==> src/rtl/intpol2_d4_out_fifo.sv <==
`default_nettype none
// ============================================================================
//  Module   : intpol2_d4_out_fifo
//  Function : First-word-fall-through output FIFO for the interpolator
//             datapath. Has an almost-full stall request, a sticky overflow
//             flag and an optional dropped-write counter.
//  Options  : INTPOL2_D4_OUT_FIFO_DROP_CNT_EN - when this macro is defined,
//             drop_cnt counts dropped writes and saturates at 16'hFFFF.
//             When it is undefined, drop_cnt is tied to zero.
//  Revision : 1.0 - initial release
// ============================================================================
module intpol2_d4_out_fifo #(
   parameter int DATA_WIDTH = 32,
   parameter int FIFO_DEPTH = 16,
   parameter int AF_MARGIN  = 2
) (
   input  logic                          clk,
   input  logic                          rstn,
   input  logic                          clear,
   input  logic                          Ld_data,
   input  logic [DATA_WIDTH-1:0]         data_in,
   output logic                          m_valid,
   input  logic                          m_ready,
   output logic [DATA_WIDTH-1:0]         m_data,
   output logic                          full,
   output logic                          almost_full,
   output logic [$clog2(FIFO_DEPTH):0]   level,
   output logic                          overflow,
   output logic [15:0]                   drop_cnt
);

   localparam int AW = $clog2(FIFO_DEPTH);
   localparam int PW = AW + 1;
   localparam logic [PW-1:0] DEPTH_L  = PW'(FIFO_DEPTH);
   localparam logic [PW-1:0] MARGIN_L = PW'(AF_MARGIN);
   localparam logic [PW-1:0] ONE_L    = PW'(1);

   // Storage holds no reset value, so it can map onto plain RAM.
   logic [DATA_WIDTH-1:0] mem [FIFO_DEPTH];

   // The pointers are one bit wider than the address. The extra MSB tells
   // a full FIFO apart from an empty one.
   logic [PW-1:0] wptr;
   logic [PW-1:0] rptr;
   logic [PW-1:0] level_q;

   logic do_read;
   logic do_write;
   logic do_drop;

   // Handshake decode. When the FIFO is full, a read in the same cycle
   // frees the slot that the new write fills.
   always_comb begin
      do_read  = m_valid & m_ready;
      do_write = Ld_data & (~full | do_read);
      do_drop  = Ld_data & ~do_write;
   end

   assign level       = level_q;
   assign m_valid     = (level_q != '0);
   assign full        = (level_q == DEPTH_L);
   assign almost_full = ((DEPTH_L - level_q) <= MARGIN_L);
   assign m_data      = mem[rptr[AW-1:0]];

   // Write port of the sample memory. It has no reset, and clear does not
   // scrub it.
   always_ff @(posedge clk) begin
      if (rstn && !clear && do_write) begin
         mem[wptr[AW-1:0]] <= data_in;
      end
   end

   // Pointer and occupancy tracking. rstn has priority over clear, and
   // clear has priority over traffic in the same cycle.
   always_ff @(posedge clk) begin
      if (!rstn || clear) begin
         wptr    <= '0;
         rptr    <= '0;
         level_q <= '0;
      end else begin
         if (do_write) begin
            wptr <= wptr + ONE_L;
         end
         if (do_read) begin
            rptr <= rptr + ONE_L;
         end
         if (do_write && !do_read) begin
            level_q <= level_q + ONE_L;
         end else if (do_read && !do_write) begin
            level_q <= level_q - ONE_L;
         end
      end
   end

   // Sticky flag: stays set after any write is lost, until clear or reset.
   always_ff @(posedge clk) begin
      if (!rstn || clear) begin
         overflow <= 1'b0;
      end else if (do_drop) begin
         overflow <= 1'b1;
      end
   end

`ifdef INTPOL2_D4_OUT_FIFO_DROP_CNT_EN
   logic [15:0] drop_cnt_q;

   // Count of dropped writes. The count holds once it reaches all-ones.
   always_ff @(posedge clk) begin
      if (!rstn || clear) begin
         drop_cnt_q <= 16'd0;
      end else if (do_drop && (drop_cnt_q != 16'hFFFF)) begin
         drop_cnt_q <= drop_cnt_q + 16'd1;
      end
   end

   assign drop_cnt = drop_cnt_q;
`else
   assign drop_cnt = 16'd0;
`endif

endmodule
`default_nettype wire

==> config.mk <==
export PLATFORM = sky130hd
export DESIGN_NAME = intpol2_d4_out_fifo
export DESIGN_NICKNAME = d
export VERILOG_FILES = /design/src/rtl/intpol2_d4_out_fifo.sv
export SDC_FILE = /design/constraint.sdc
export NUM_CORES = 1
export LEC_CHECK = 0
export ABC_AREA = 1
export ABC_CLOCK_PERIOD_IN_PS = 4900
export BUFFER_PORTS_ARGS = -buffer_cell sky130_fd_sc_hd__buf_2
export CORE_AREA = 2 2 197 199
export DETAILED_ROUTE_END_ITERATION = 8
export DIE_AREA = 0 0 199 201
export MAX_ROUTING_LAYER = met4
export PLACE_DENSITY = 0.82
export REMOVE_ABC_BUFFERS = 1
export SLEW_MARGIN = 20
export SYNTH_ARGS = -nofsm -noshare
export SYNTH_HDL_FRONTEND = slang
export SYNTH_SLANG_ARGS = --single-unit
==> constraint.sdc <==
create_clock -name clk -period 4.9 [get_ports clk]
set_clock_uncertainty 0.2 [all_clocks]
set_input_delay 0.735 -clock clk [delete_from_list [all_inputs] [get_ports clk]]
set_output_delay 0.735 -clock clk [all_outputs]
set_load 0.005 [all_outputs]
---- Yosys cells after proc, flatten, opt, wreduce, memory -nomap -nowiden ----
Memory sizes are Yosys's and may differ from the RTL's. A register that Yosys moved wholly into a read port is not among the register bits.
Cells that the tools add are included.
storage, ports and cells
  bits in registers ....................... 16
  latch bits .............................. 0
  RAM bits ................................ 512
  memory bits (read-only) ................. 0
  bits of input ports ..................... 37
  memories kept ........................... 1
operators by class
  $add $sub $neg .......................... 5
  multipliers ............................. 0
  div/mod/pow operators ................... 0
  magnitude comparators ................... 1
  equal/unequal tests ..................... 1
  shifts and indexed selects .............. 0
  multiplexer cells ....................... 6
  bitwise logic cells ..................... 6
  reduce and logical (&&, ||, !) cells .... 11
memory list
  name  words  bits a word  rd ports  clocked after Yosys merged registers in  wr ports  line  text
  mem   16     32           1         1                                        1         39    logic [DATA_WIDTH-1:0] mem [FIFO_DEPTH];
operators with widths
  cell                                                 count
  adder 5 x 1 -> 5 bit, second input constant          3
  two-way mux 5 bit                                    2
  two-way mux 4 bit                                    2
  equality test 5 bit, second input constant           1
  <= comparator 5 x 2 -> 1 bit, second input constant  1
  nonzero test 5 bit                                   1
  subtractor 5 x 1 -> 5 bit, second input constant     1
  subtractor 5 bit, first input constant               1
  logical AND 1 bit                                    4
  logical NOT 1 bit                                    4
  AND 1 bit                                            3
  two-way mux 1 bit                                    2
  NOT 1 bit                                            2
  nonzero test 2 bit                                   1
  logical OR 1 bit                                     1
  bitwise OR 1 bit                                     1

---- Depth between registers and ports, before layout ----
Gate-level depths: netlist of run 1.
  word-level depth ........................ 8
  depth in mapped cells ................... 18
  gate-level depth less buffers ........... 18

---- Worst setup path after synthesis of run 1 ----
Ideal clock, no wire load.
  kind .................................... reg-to-reg
  from .................................... register level_q[0] (netlist: level[0])
  to ...................................... memory mem[0][0], enable pin
  setup time .............................. 421 ps
  arrival ................................. 3052 ps
  required time ........................... 4279 ps
  path slack .............................. 1227 ps
  stages on the path, launching flop included .. 12
  path buffers ............................ 0
  period minus slack after synthesis ...... 3673 ps
  path through ............................ dfxtp_1 inv_1 ha_1 nor3b_1 ha_1 inv_1 nand2_2 nand2_1 nand2_1 inv_1 nand2_1 nor2_1
on the way
  word-level cells in the longest chain between the ends .. 7
  elaborated cells on any way between the ends .. 9
  classes of those cells .................. eq/ne: 1; mux: 2; bitwise: 4; reduce/logical: 2
RTL lines
  what                                     line  text
  from (decl)                              45    logic [PW-1:0] level_q;
  from (signal assigned)                   88    level_q <= level_q + ONE_L;
  from (signal assigned)                   90    level_q <= level_q - ONE_L;
  nonzero test 5 bit                       60    assign m_valid = (level_q != '0);
  net m_valid                              22    output logic m_valid,
  AND 1 bit                                54    do_read = m_valid & m_ready;
  bitwise OR 1 bit                         55    do_write = Ld_data & (~full | do_read);
  AND 1 bit                                55
  net do_write                             48    logic do_write;
  logical AND 1 bit                        68    if (rstn && !clear && do_write) begin
  two-way mux 1 bit                        68
  two-way mux 1 bit (not written as such)  69    mem[wptr[AW-1:0]] <= data_in;
  to (decl)                                39
The timed path passes the listed nets, and every way through them passes these cells.

==> impl_summary.txt, run 1 <==
----------------------------------------------------
[Layout]
  Total area of multi-input combinational cells ... 5240 sq um
  Share of cells above drive strength 1 ... 8.10%
  Antenna Cells ... 0
  Final-stage net count ... between 2,000 and 2,500
  Area occupied by registers ... 15,700 sq um
  Final core occ ... 66.5%
  Post-synthesis to final-layout area growth ... 9.39%
  Layout filler cell count ... roughly 2,600
  Layout Cell Area excl Fill ... 25,400 sq um

[Logic synthesis]
  Post-Syn Instances ... 2,224
  Number of different library cells in the post-synthesis netlist ... 26
  Post-synthesis simple-gate area fraction ... 20.3%
  Top cell type by total area after synthesis ... edfxtp_1
  Primary flip-flop cell chosen by synthesis mapping ... edfxtp_1
  Area share of fa/ha/maj cells after synthesis ... 0.788%
  Post-synthesis share of cell area spent on xor and xnor gates ... less than 1%
  Synthesized-area fraction occupied by ao, oa, aoi and oai cells ... 0.432%
  Top post-synthesis cells by area ... edfxtp_1 (66%), nand2_1 (11%), nand3_1 (8.6%)
  Share of Yosys cell area claimed by the top area cell type ... between 60% and 70%
  Count of flip-flops with a built-in enable after synthesis ... 512
  Multiplexer share of the synthesized area ... 0%
  Fraction of the yosys area taken by sequential cells ... between 60 and 70%
  Most frequent cells after synthesis ... nand2_1 (695), edfxtp_1 (512), inv_1 (408)
  Post-synthesis cell area ... 23,200 sq um
  Flops & latches, synth ... 530
  Top-count cell post-synth ... nand2_1
  Largest family of logic cells by synthesized area ... simple AND/OR/NAND/NOR gates
  Async S/R FF share, synth ... 0%
  Syn avg cell area ... ~10 sq um
  Yosys warning count ... 0

[Pwr]
  Design internal power ... around 7.4 mW
  Leakage power summed over all cells ... 10.8 nW
  Power per standard cell area ... 378 nW/um^2
  Fraction of power consumed by combinational cells ... 7.8%
  Peak supply drop ... 0.237 mV
  Net switching component of the power ... 2.17 mW
  Clock group share of total power ... 39.8%
  Switching share of total power ... a little under a quarter
  Design Power ... 9.60 mW
  Portion of total power attributed to sequential cells ... 52.4%

[Clock tree]
  Post-cts hold buffer count ... 0
  Number of buffers inserted by post-CTS setup repair ... 0
  CTS-repair resized insts ... 0
  Number of buffers between clock root and the deepest sink ... 3
  Clock tree from TritonCTS ... built
  Latest clock arrival within the worst-skew pair ... between 500 and 600 ps
  Reg clk slew, reported paths ... ~60 ps
  Master cell of the clock root buffer ... clkbuf_16
  Clock Sink Count ... 530
  Max H-tree Level ... 2
  TritonCTS Buffers ... 50

[Place]
  Placed cell areas ... 23,700 sq um
  Detailed placement HPWL ... 30,300 um
  Routability congestion estimate from global placement ... 0.880
  Buffers added on ports ... 77

[STA]
  Ratio of final minimum period to clock period ... 83.1%
  Time the final worst path needs with I/O delays and setup ... roughly 4100 ps
  Tightest slew margin relative to the limit ... 26.0%
  Highest clock frequency the design can meet ... 246 MHz
  Worst slack on hold paths ... about 270 ps
  Max Slew Vio Count ... 0
  Count of final setup violators ... 0
  Worst-Margin Slew ... between 1000 and 1500 ps
  Setup TNS ... 0 ps
  RSZ-0062 raised after global routing ... false
  Final hold vios ... 0

[Status]
  Outcome ... completed

[Setup path]
  Reg-to-Reg Start ... level[0]
  Kind of end point of the critical path ... output pin
  WP data required ... a little under 4000 ps
  Startpoint type of the worst setup path ... register
  Critical path class ... register to output pin
  Worst Path Max Fanout ... 84
  Arrival time at the worst endpoint ... roughly 3100 ps

[Floorplan]
  Die outline height ... 201 um
  Die outline width ... 199 um
  Row Count ... 72
  Initial cell density of the core ... 60.8%
  Core footprint ... 38,100 sq um
  Die Area ... 40,000 sq um
  I/O pin cnt ... 94

[Global route]
  Pin count of the biggest net entering global routing ... around 140
  Overall fraction of global-route tracks in use ... between 20 and 30%
  Remaining Overflow, GRT ... 0
  Initial antenna violation count ... 0
  Number of global-route vias before repair ... between 15,000 and 20,000
  Global-route wire length before repair ... 84,700 um

[Run]
  Max_cap viols ... 0

[Routing]
  Wire per inst ... 19.3 um
  Number of detailed-routing iterations run before antenna repair ... 6
  DRC viols ... 0
  Drt total wl ... 54,400 um
  Starting DRC count in detailed routing ... 2,043
  Residual antenna-violating net count after detailed routing ... 0
  Via count ... 15,825
  Number of vias per cell after detailed routing ... 5.62

[Hold path]
  Hold crit path type ... register to register
  Hold Crit Start ... overflow

----------------------------------------------------
[critical path, stage by stage (launching register included)]
cell     delay [ps]
dfxtp_4         530
inv_6           600
buf_4           530
nand2_1         120
nand3_1         110
nand3_1         110
nand3_1         240
nand2_1         130
buf_2           140
[logic make-up after synthesis]
family / count (synthesis)
compound gates: 20
flops: 530
fa+ha+maj: 14
buf+inv: 532
simple gates: 1120
xor+xnor: 7
other cells: 1
[layout by cell type, fill, tap and decap left out, types with 5 or more instances in the layout]
| cell type | Yosys | routed |
|---|---|---|
| nand2_1 | 695 | 695 |
| edfxtp_1 | 512 | 512 |
| inv_1 | 408 | 406 |
| nand3_1 | 397 | 397 |
| buf_2 | 42 | 77 |
| clkbuf_16 | 0 | 53 |
| nor2_4 | 0 | 16 |
| conb_1 | 1 | 16 |
| dfxtp_1 | 18 | 14 |
| a21oi_1 | 13 | 13 |
| ha_1 | 13 | 13 |
| clkinv_1 | 0 | 12 |
| clkinv_2 | 0 | 10 |
| clkbuf_1 | 12 | 8 |
| o21ai_0 | 7 | 7 |
| nor2_1 | 23 | 7 |
| buf_4 | 26 | 7 |
| xor2_1 | 5 | 5 |
| bufinv_16 | 0 | 5 |
| buf_12 | 1 | 5 |
[final timing paths]
kind | slack [ps] | endpoint | cells after the start
setup / recovery | 830 | m_data[23] | 8
setup reg to reg | 1210 | mem[12][4] | 11
hold / removal | 270 | overflow | 2
hold reg to reg | 270 | overflow | 2
[power by group through the flow]
stage / clock (mW) / combinational [mW] / sequential, mW
2_1_floorplan: 0 / 0.442 / 5.15
3_3_place_gp: 0 / 0.708 / 5.12
3_5_place_dp: 0 / 0.730 / 5.12
4_1_cts: 3.83 / 0.743 / 5.03
5_1_grt: 4.01 / 0.835 / 5.03
6_report: 3.82 / 0.751 / 5.02
[per-layer routing]
layer	track usage, %	vias to the layer above	routed length (um)
met2	43.8	1002	25900
met4	8.40	0	1240
met3	4.44	122	5960
met5	-	-	0
met1	40.0	7491	21300
li1	-	7210	-
[final cells by class]
cell class | instances | area share (%)
inverter | 410 | 6.11
multi-input combinational | 1177 | 20.7
tap | 518 | 2.56
clock buffer | 61 | 5.35
sequential | 530 | 62.1
clock inverter | 28 | 1.00
timing repair buffer | 90 | 2.23
[per-stage QoR]
stage	instances	setup slack (ps)
2_1_floorplan	2117	-3150
3_3_place_gp	2723	1400
3_5_place_dp	2723	1300
4_1_cts	2812	851
5_1_grt	2814	719
6_report	2814	829
[state kept, by name (all words and copies together), names as in the netlist, named ones only]
register	cells
overflow	1
wptr	4
rptr	4
mem	512
level	5
Note: power is estimated with default switching activity, not from simulation.
==> run 2: changes to the inputs <==
ABC_CLOCK_PERIOD_IN_PS = 3400   (was 4900)
CORE_AREA = 2 2 207 209   (was 2 2 197 199)
DIE_AREA = 0 0 209 211   (was 0 0 199 201)
PLACE_DENSITY = 0.79   (was 0.82)
clock period = 3.4 ns   (was 4.9 ns; I/O delays follow)
==> run 2 against run 1 <==
Compared with the run above:
- utilization fell by 4.7 points
- non-clock buffer count rose by 38
- clock power rose by 43%
- worst hold slack got worse by 150 ps
- total power rose by 44%
- combinational power rose by 50%
- worst setup slack got worse by 650 ps
- cell area rose by 1.9%
- critical path depth rose by 1
- sequential cell count did not move
- sequential power rose by 44%
- sequential share of layout area fell by 1.2 points
- critical path type unchanged
- largest power group unchanged
==> impl_summary.txt, run 2 (same netlist as run 1, synthesis figures left out) <==
----------------------------------------------------
[Status]
  Outcome ... completed

[Routing]
  Drt total wl ... 55,200 um (+1.5%)
  Residual antenna-violating net count after detailed routing ... 0 (unchanged)
  Number of detailed-routing iterations run before antenna repair ... 7 (+1)
  Wire per inst ... 19.1 um (-0.97%)
  Via count ... 15,765 (-0.38%)
  Number of vias per cell after detailed routing ... 5.47 (-2.8%)
  DRC viols ... 0 (unchanged)
  Starting DRC count in detailed routing ... 2,095 (+2.5%)

[Layout]
  Post-synthesis to final-layout area growth ... 11.5%
  Leading cell type in the layout, fill and taps excluded ... nand2_1
  Finished Layout Cells ... 2,884 (+2.5%)
  Final-stage net count ... 2,351 (+1.8%)
  Layout Cell Area excl Fill ... 25,800 sq um (+1.9%)
  Largest register FFs ... 512 (unchanged)
  Commonest cells after routing, fill and taps aside ... nand2_1 (695), edfxtp_1 (512), inv_1 (406), nand3_1 (397), buf_2 (77)
  Share of cells above drive strength 1 ... 9.35% (+1.3 points)

[STA]
  Ratio of final minimum period to clock period ... 94.7%
  Worst-Margin Slew ... 924 ps (-183 ps)
  Count of final setup violators ... 0 (unchanged)
  Highest clock frequency the design can meet ... 310 MHz
  RSZ-0062 raised after global routing ... false
  Max Slew Vio Count ... 0 (unchanged)
  Final hold vios ... 0 (unchanged)
  Time the final worst path needs with I/O delays and setup ... 3220 ps
  Tightest slew margin relative to the limit ... 38.3% (+12 points)

[Run]
  Max_cap viols ... 0 (unchanged)

[Clock tree]
  Clock tree from TritonCTS ... built
  Max H-tree Level ... 2 (unchanged)
  Clock Sink Count ... 530 (unchanged)
  CTS-repair resized insts ... 0 (unchanged)
  Reg clk slew, reported paths ... 60 ps (about the same)
  Latest clock arrival within the worst-skew pair ... 600 ps (+40 ps)
  Master cell of the clock root buffer ... clkbuf_16
  Number of buffers between clock root and the deepest sink ... 3 (unchanged)
  TritonCTS Buffers ... 53 (+6.0%)

[Place]
  Routability congestion estimate from global placement ... 0.937 (+6.5%)
  Detailed placement HPWL ... 32,100 um (+5.8%)
  Placed cell areas ... 24,200 sq um (+2.2%)
  Buffers added on ports ... 77 (unchanged)
  Number of cells in the design after placement ... 2,783 (+2.2%)

[Setup path]
  Arrival time at the worst endpoint ... 2510 ps (-630 ps)
  Cell-by-cell listing of the critical path ... inv_6, buf_12, nand2_1, nand2_1, nand2_1, nand3_1, nand3_1, nand2_1, buf_2
  R2R depth ... 17 (+6)
  Critical path class ... register to output pin
  Reg-to-Reg Start ... level[1]
  Reg-to-reg setup timing slack ... 390 ps (-820 ps)
  Endpoint of the lowest-slack register-to-register path ... level[4]
  Top cell by count, worst path ... nand2_1
  Highest cell delay on the worst timing path ... 380 ps (-220 ps)
  Kind of end point of the critical path ... output pin
  Worst Path Max Fanout ... 83 (-1.2%)
  Critical-path top delay cell ... dfxtp_4
  WP data required ... 2690 ps (-1270 ps)
  Startpoint type of the worst setup path ... register

[Hold path]
  Hold EP ... mem[0][4]
  Hold crit path type ... input port to register
  Hold Crit Start ... data_in[4]
  Hold Path Stages ... 1 (-1)

[Pwr]
  Peak supply drop ... 0.351 mV (+48%)
  Leakage power summed over all cells ... 11.0 nW (+2.1%)
  Power per standard cell area ... 535 nW/um^2 (+41%)

[Global route]
  Global-route wire length before repair ... 85,100 um (+0.47%)
  Initial antenna violation count ... 4 (+4)
  Overall fraction of global-route tracks in use ... 26.0% (-2.6 points)
  Pin count of the biggest net entering global routing ... 138 (unchanged)
  Met2 Resource Use GR ... 41.0% (-2.8 points)
  Met1 demand-to-capacity share in global routing ... 34.8% (-5.3 points)
  GRT met3 Usage ... 4.10% (-0.33 points)
  Most used routing layer in global routing ... met2
  Remaining Overflow, GRT ... 0 (unchanged)
  Number of global-route vias before repair ... 15,367 (-0.63%)

[Floorplan]
  Die outline height ... 211 um (+5.0%)
  Row Count ... 75 (+4.2%)
  Die Area ... 44,100 sq um (+10%)
  Die outline width ... 209 um (+5.0%)
  Core footprint ... 41,800 sq um (+9.6%)
  I/O pin cnt ... 94 (unchanged)
  Initial cell density of the core ... 55.5% (-5.3 points)

----------------------------------------------------
[run 2: how the worst max path moves through the flow]
| stage | endpoint | startpoint | slack [ps] | cells past startpoint |
|---|---|---|---|---|
| 2_1_floorplan | m_data[30] | register | -4430 | 6 |
| 3_3_place_gp | level[4] | level[1] | 360 | 17 |
| 3_5_place_dp | level[4] | level[1] | 380 | 17 |
| 4_1_cts | m_data[18] | register | 200 | 9 |
| 5_1_grt | m_data[3] | register | 40 | 9 |
| 6_report | m_data[18] | register | 180 | 9 |
[run 2: cell type report]
cell class	count	area [sq um]
Inverter	410	1550
Timing Repair Buffer	128	1020
Clock buffer	70	1430
Clock inverter	26	170
Fill cell	3096	15900
Multi-Input combinational cell	1177	5240
Tap cell	539	674
Sequential cell	530	15700
Antenna cell	4	10.0
[run 2: layer usage]
metal / routed length [um] / vias to the layer above
li1: - / 7296
met1: 21700 / 7403
met2: 26100 / 937
met3: 5940 / 129
met4: 1510 / 0
met5: 0 / -
[run 2: report_power, final]
group	internal, mW	total, mW	switching (mW)
registers	7.19	7.22	0.0257
logic	0.346	1.13	0.784
clock network	3.10	5.47	2.38
total	10.6	13.8	3.19
[run 2: critical path, delay by kind of cell, from the launching register on]
kind,cells,cell delay (ps)
buffers and inverters,3,760
flip-flops,1,380
AND/OR/NAND/NOR,6,700
[run 2: through the flow]
step                      setup WS, ps  power [mW]  hold slack [ps]  utilization, %  setup TNS (ps)
after floorplan                  -4430        8.06              247               -         -280520
after global placement             359        8.46              243            58.0               0
after detailed placement           378        8.47              260            58.0               0
after CTS                          201        13.9             83.0            61.8               0
after global routing              42.5        14.2              108            61.9               0
final                              179        13.8              115            61.9               0
[run 2: repair_timing]
item                                    4_1_cts  5_1_grt
setup buffers                                 0        0
hold buffers                                  1        0
hold endpoints to repair                      1        0
endpoints found under the setup margin        0        0
==> run 3: changes to the inputs <==
CELL_PAD_IN_SITES_DETAIL_PLACEMENT = 1   (was unset)
CELL_PAD_IN_SITES_GLOBAL_PLACEMENT = 2   (was unset)
CORE_AREA = 2 2 254 256   (was 2 2 207 209)
DIE_AREA = 0 0 256 258   (was 0 0 209 211)
PLACE_DENSITY = 0.78   (was 0.79)
==> run 3 against run 2 <==
Compared with the run above:
- via count fell by 1.9%
- critical path depth is 3 lower
- total power is 6.4% higher
- maximum frequency increased by 1.5%
- clock power increased by 16%
- die area increased by 50%
- cell count increased by 12%
- first-iteration DRC count down 52%
- routed wire length rose by 15%
- clock-buffer cell count is 5 higher
- utilization fell by 20 points
- critical endpoint is now m_data[0]
- highest routed layer unchanged
==> impl_summary.txt, run 3 (same netlist as run 1, synthesis figures left out) <==
----------------------------------------------------
[Status]
  Outcome ... completed

[Layout]
  Post-synthesis to final-layout area growth ... 14.7%
  Share of cells above drive strength 1 ... 10.2% (+0.82 points)
  Finished Layout Cells ... 3,216 (+12%)
  Final-stage net count ... 2,360 (+0.38%)
  Area occupied by registers ... 15,800 sq um (about the same)
  Total area of multi-input combinational cells ... 5240 sq um (about the same)
  Commonest cells after routing, fill and taps aside ... nand2_1 (695), edfxtp_1 (512), inv_1 (406), nand3_1 (397), buf_2 (77)
  Layout filler cell count ... 7,011 (+130%)
  Final core occ ... 41.8% (-20 points)
  Leading cell type in the layout, fill and taps excluded ... nand2_1
  Layout Cell Area excl Fill ... 26,600 sq um (+2.9%)
  Largest register FFs ... 512 (unchanged)

[Setup path]
  Top cell by count, worst path ... nand3_1
  Cell count along the critical path ... 6 (-3)
  Critical-path top delay cell ... buf_12
  R2R depth ... 17 (unchanged)
  Worst Setup EP ... m_data[0]
  Critical path class ... register to output pin
  Highest cell delay on the worst timing path ... 550 ps (+170 ps)
  Reg-to-Reg Start ... level[0]
  Worst Path Max Fanout ... 128 (+54%)
  Cell-by-cell listing of the critical path ... buf_12, nand3_1, nand3_1, nand3_1, nand2_1, buf_2
  WP data required ... 2690 ps (about the same)
  Category of cells accounting for the largest share of critical-path delay ... simple AND/OR/NAND/NOR gates
  Startpoint type of the worst setup path ... register
  Kind of end point of the critical path ... output pin
  Arrival time at the worst endpoint ... 2460 ps (-50 ps)
  Reg-to-reg setup timing slack ... 380 ps (about the same)
  Critical path buffers and inverters ... 2 (-1)
  Endpoint of the lowest-slack register-to-register path ... level[4]

[Global route]
  Remaining Overflow, GRT ... 0 (unchanged)
  Number of global-route vias before repair ... 16,384 (+6.6%)
  Overall fraction of global-route tracks in use ... 19.8% (-6.2 points)
  Global-route wire length before repair ... 97,500 um (+15%)
  Pin count of the biggest net entering global routing ... 129 (-6.5%)
  Initial antenna violation count ... 1 (-3)

[STA]
  Max Slew Vio Count ... 0 (unchanged)
  Setup TNS ... 0 ps (unchanged)
  Highest clock frequency the design can meet ... 315 MHz (+1.5%)
  Count of final setup violators ... 0 (unchanged)
  Time the final worst path needs with I/O delays and setup ... 3170 ps (-49.1 ps)
  Worst slack on hold paths ... 50.3 ps (-64.4 ps)
  Final hold vios ... 0 (unchanged)
  RSZ-0062 raised after global routing ... false
  Worst-Margin Slew ... 732 ps (-192 ps)
  PnR worst setup slack ... 228 ps (+49.1 ps)
  Ratio of final minimum period to clock period ... 93.3% (-1.4 points)
  Tightest slew margin relative to the limit ... 51.2% (+13 points)

[Pwr]
  Leakage power summed over all cells ... 11.2 nW (+1.6%)
  Power per standard cell area ... 553 nW/um^2 (+3.4%)
  Design Power ... 14.7 mW (+6.4%)
  Peak supply drop ... 0.353 mV (+0.59%)

[Floorplan]
  Initial cell density of the core ... 36.4% (-19 points)
  Die Area ... 66,000 sq um (+50%)
  Die outline width ... 256 um (+22%)
  Row Count ... 93 (+24%)
  I/O pin cnt ... 94 (unchanged)
  Die outline height ... 258 um (+22%)
  Core footprint ... 63,600 sq um (+52%)

[Routing]
  DRC viols ... 0 (unchanged)
  Wire per inst ... 19.7 um (+2.9%)
  Via count ... 15,463 (-1.9%)
  Number of detailed-routing iterations run before antenna repair ... 5 (-2)
  Number of vias per cell after detailed routing ... 4.81 (-12%)
  Residual antenna-violating net count after detailed routing ... 0 (unchanged)
  Starting DRC count in detailed routing ... 997 (-52%)
  Drt total wl ... 63,300 um (+15%)

[Hold path]
  Hold crit path type ... input port to register

[Place]
  Buffers added on ports ... 77 (unchanged)
  Detailed placement HPWL ... 36,900 um (+15%)
  Placed cell areas ... 24,700 sq um (+1.9%)
  Number of cells in the design after placement ... 3,104 (+12%)
  Routability congestion estimate from global placement ... 0.812 (-13%)
  Worst setup slack after placement ... 215 ps (-163 ps)

[Clock tree]
  Clock tree from TritonCTS ... built
  TritonCTS Buffers ... 58 (+9.4%)
  Reg clk slew, reported paths ... 50 ps (about the same)
  Master cell of the clock root buffer ... clkbuf_16
  Latest clock arrival within the worst-skew pair ... 620 ps (+20 ps)
  Number of buffers between clock root and the deepest sink ... 3 (unchanged)
  Max H-tree Level ... 2 (unchanged)
  Post-cts hold buffer count ... 0 (-1)
  CTS-repair resized insts ... 0 (unchanged)
  Clock Sink Count ... 530 (unchanged)
  Number of buffers inserted by post-CTS setup repair ... 0 (unchanged)

[Run]
  Max_cap viols ... 0 (unchanged)

----------------------------------------------------
==> run 3: changes by cell type in the layout (fill, tap and decap cells not counted), sizes merged, moves of 2 or more <==
| cell | delta |
|---|---|
| clkinv | +6 |
| buf | +5 |
| clkbuf | +5 |
| bufinv | +4 |
| diode | -2 |
==> run 3: metal layers <==
metal / vias to the layer above / global-route usage, % / routed length [um]
met3: 75 / 2.42 / 2440
met2: 254 / 32.8 / 30900
li1: 7319 / - / -
met1: 7815 / 26.2 / 29000
met5: - / - / 0
met4: 0 / 4.08 / 1060
==> run 3: cell type report <==
cell class                      count  share of cell area (%)
Timing Repair Buffer              132                    3.99
Inverter                          410                    5.83
Multi-Input combinational cell   1177                    19.7
Antenna cell                        2                  0.0188
Tap cell                          855                    4.03
Clock buffer                       75                    5.86
Sequential cell                   530                    59.3
Clock inverter                     35                    1.28
==> run 3: power by group <==
group	leakage (nW)	switching [mW]	internal (mW)
sequential	4.76	0.0341	7.19
combinational	5.48	0.801	0.358
clock	0.924	2.64	3.68
total	11.2	3.47	11.2
==> run 3: worst min path at each step <==
stage          startpoint        to  cells past startpoint
2_1_floorplan    overflow  overflow                      2
3_3_place_gp     overflow  overflow                      2
3_5_place_dp     overflow  overflow                      2
4_1_cts           Ld_data  overflow                      3
5_1_grt           Ld_data  overflow                      3
6_report          Ld_data  overflow                      3
==> run 3: worst reg2reg max path, stage by stage, from the launching register on <==
cell and delay (ps):
dfxtp_2 380, inv_1 100, ha_1 230, nor3b_2 170, ha_1 180, inv_1 80
nand2_2 100, nand2_1 80, nand2_1 60, inv_1 80, ha_1 180, inv_1 120
ha_1 340, or2_2 300, nand3_1 90, nand2_1 50, o21ai_0 140, inv_1 50
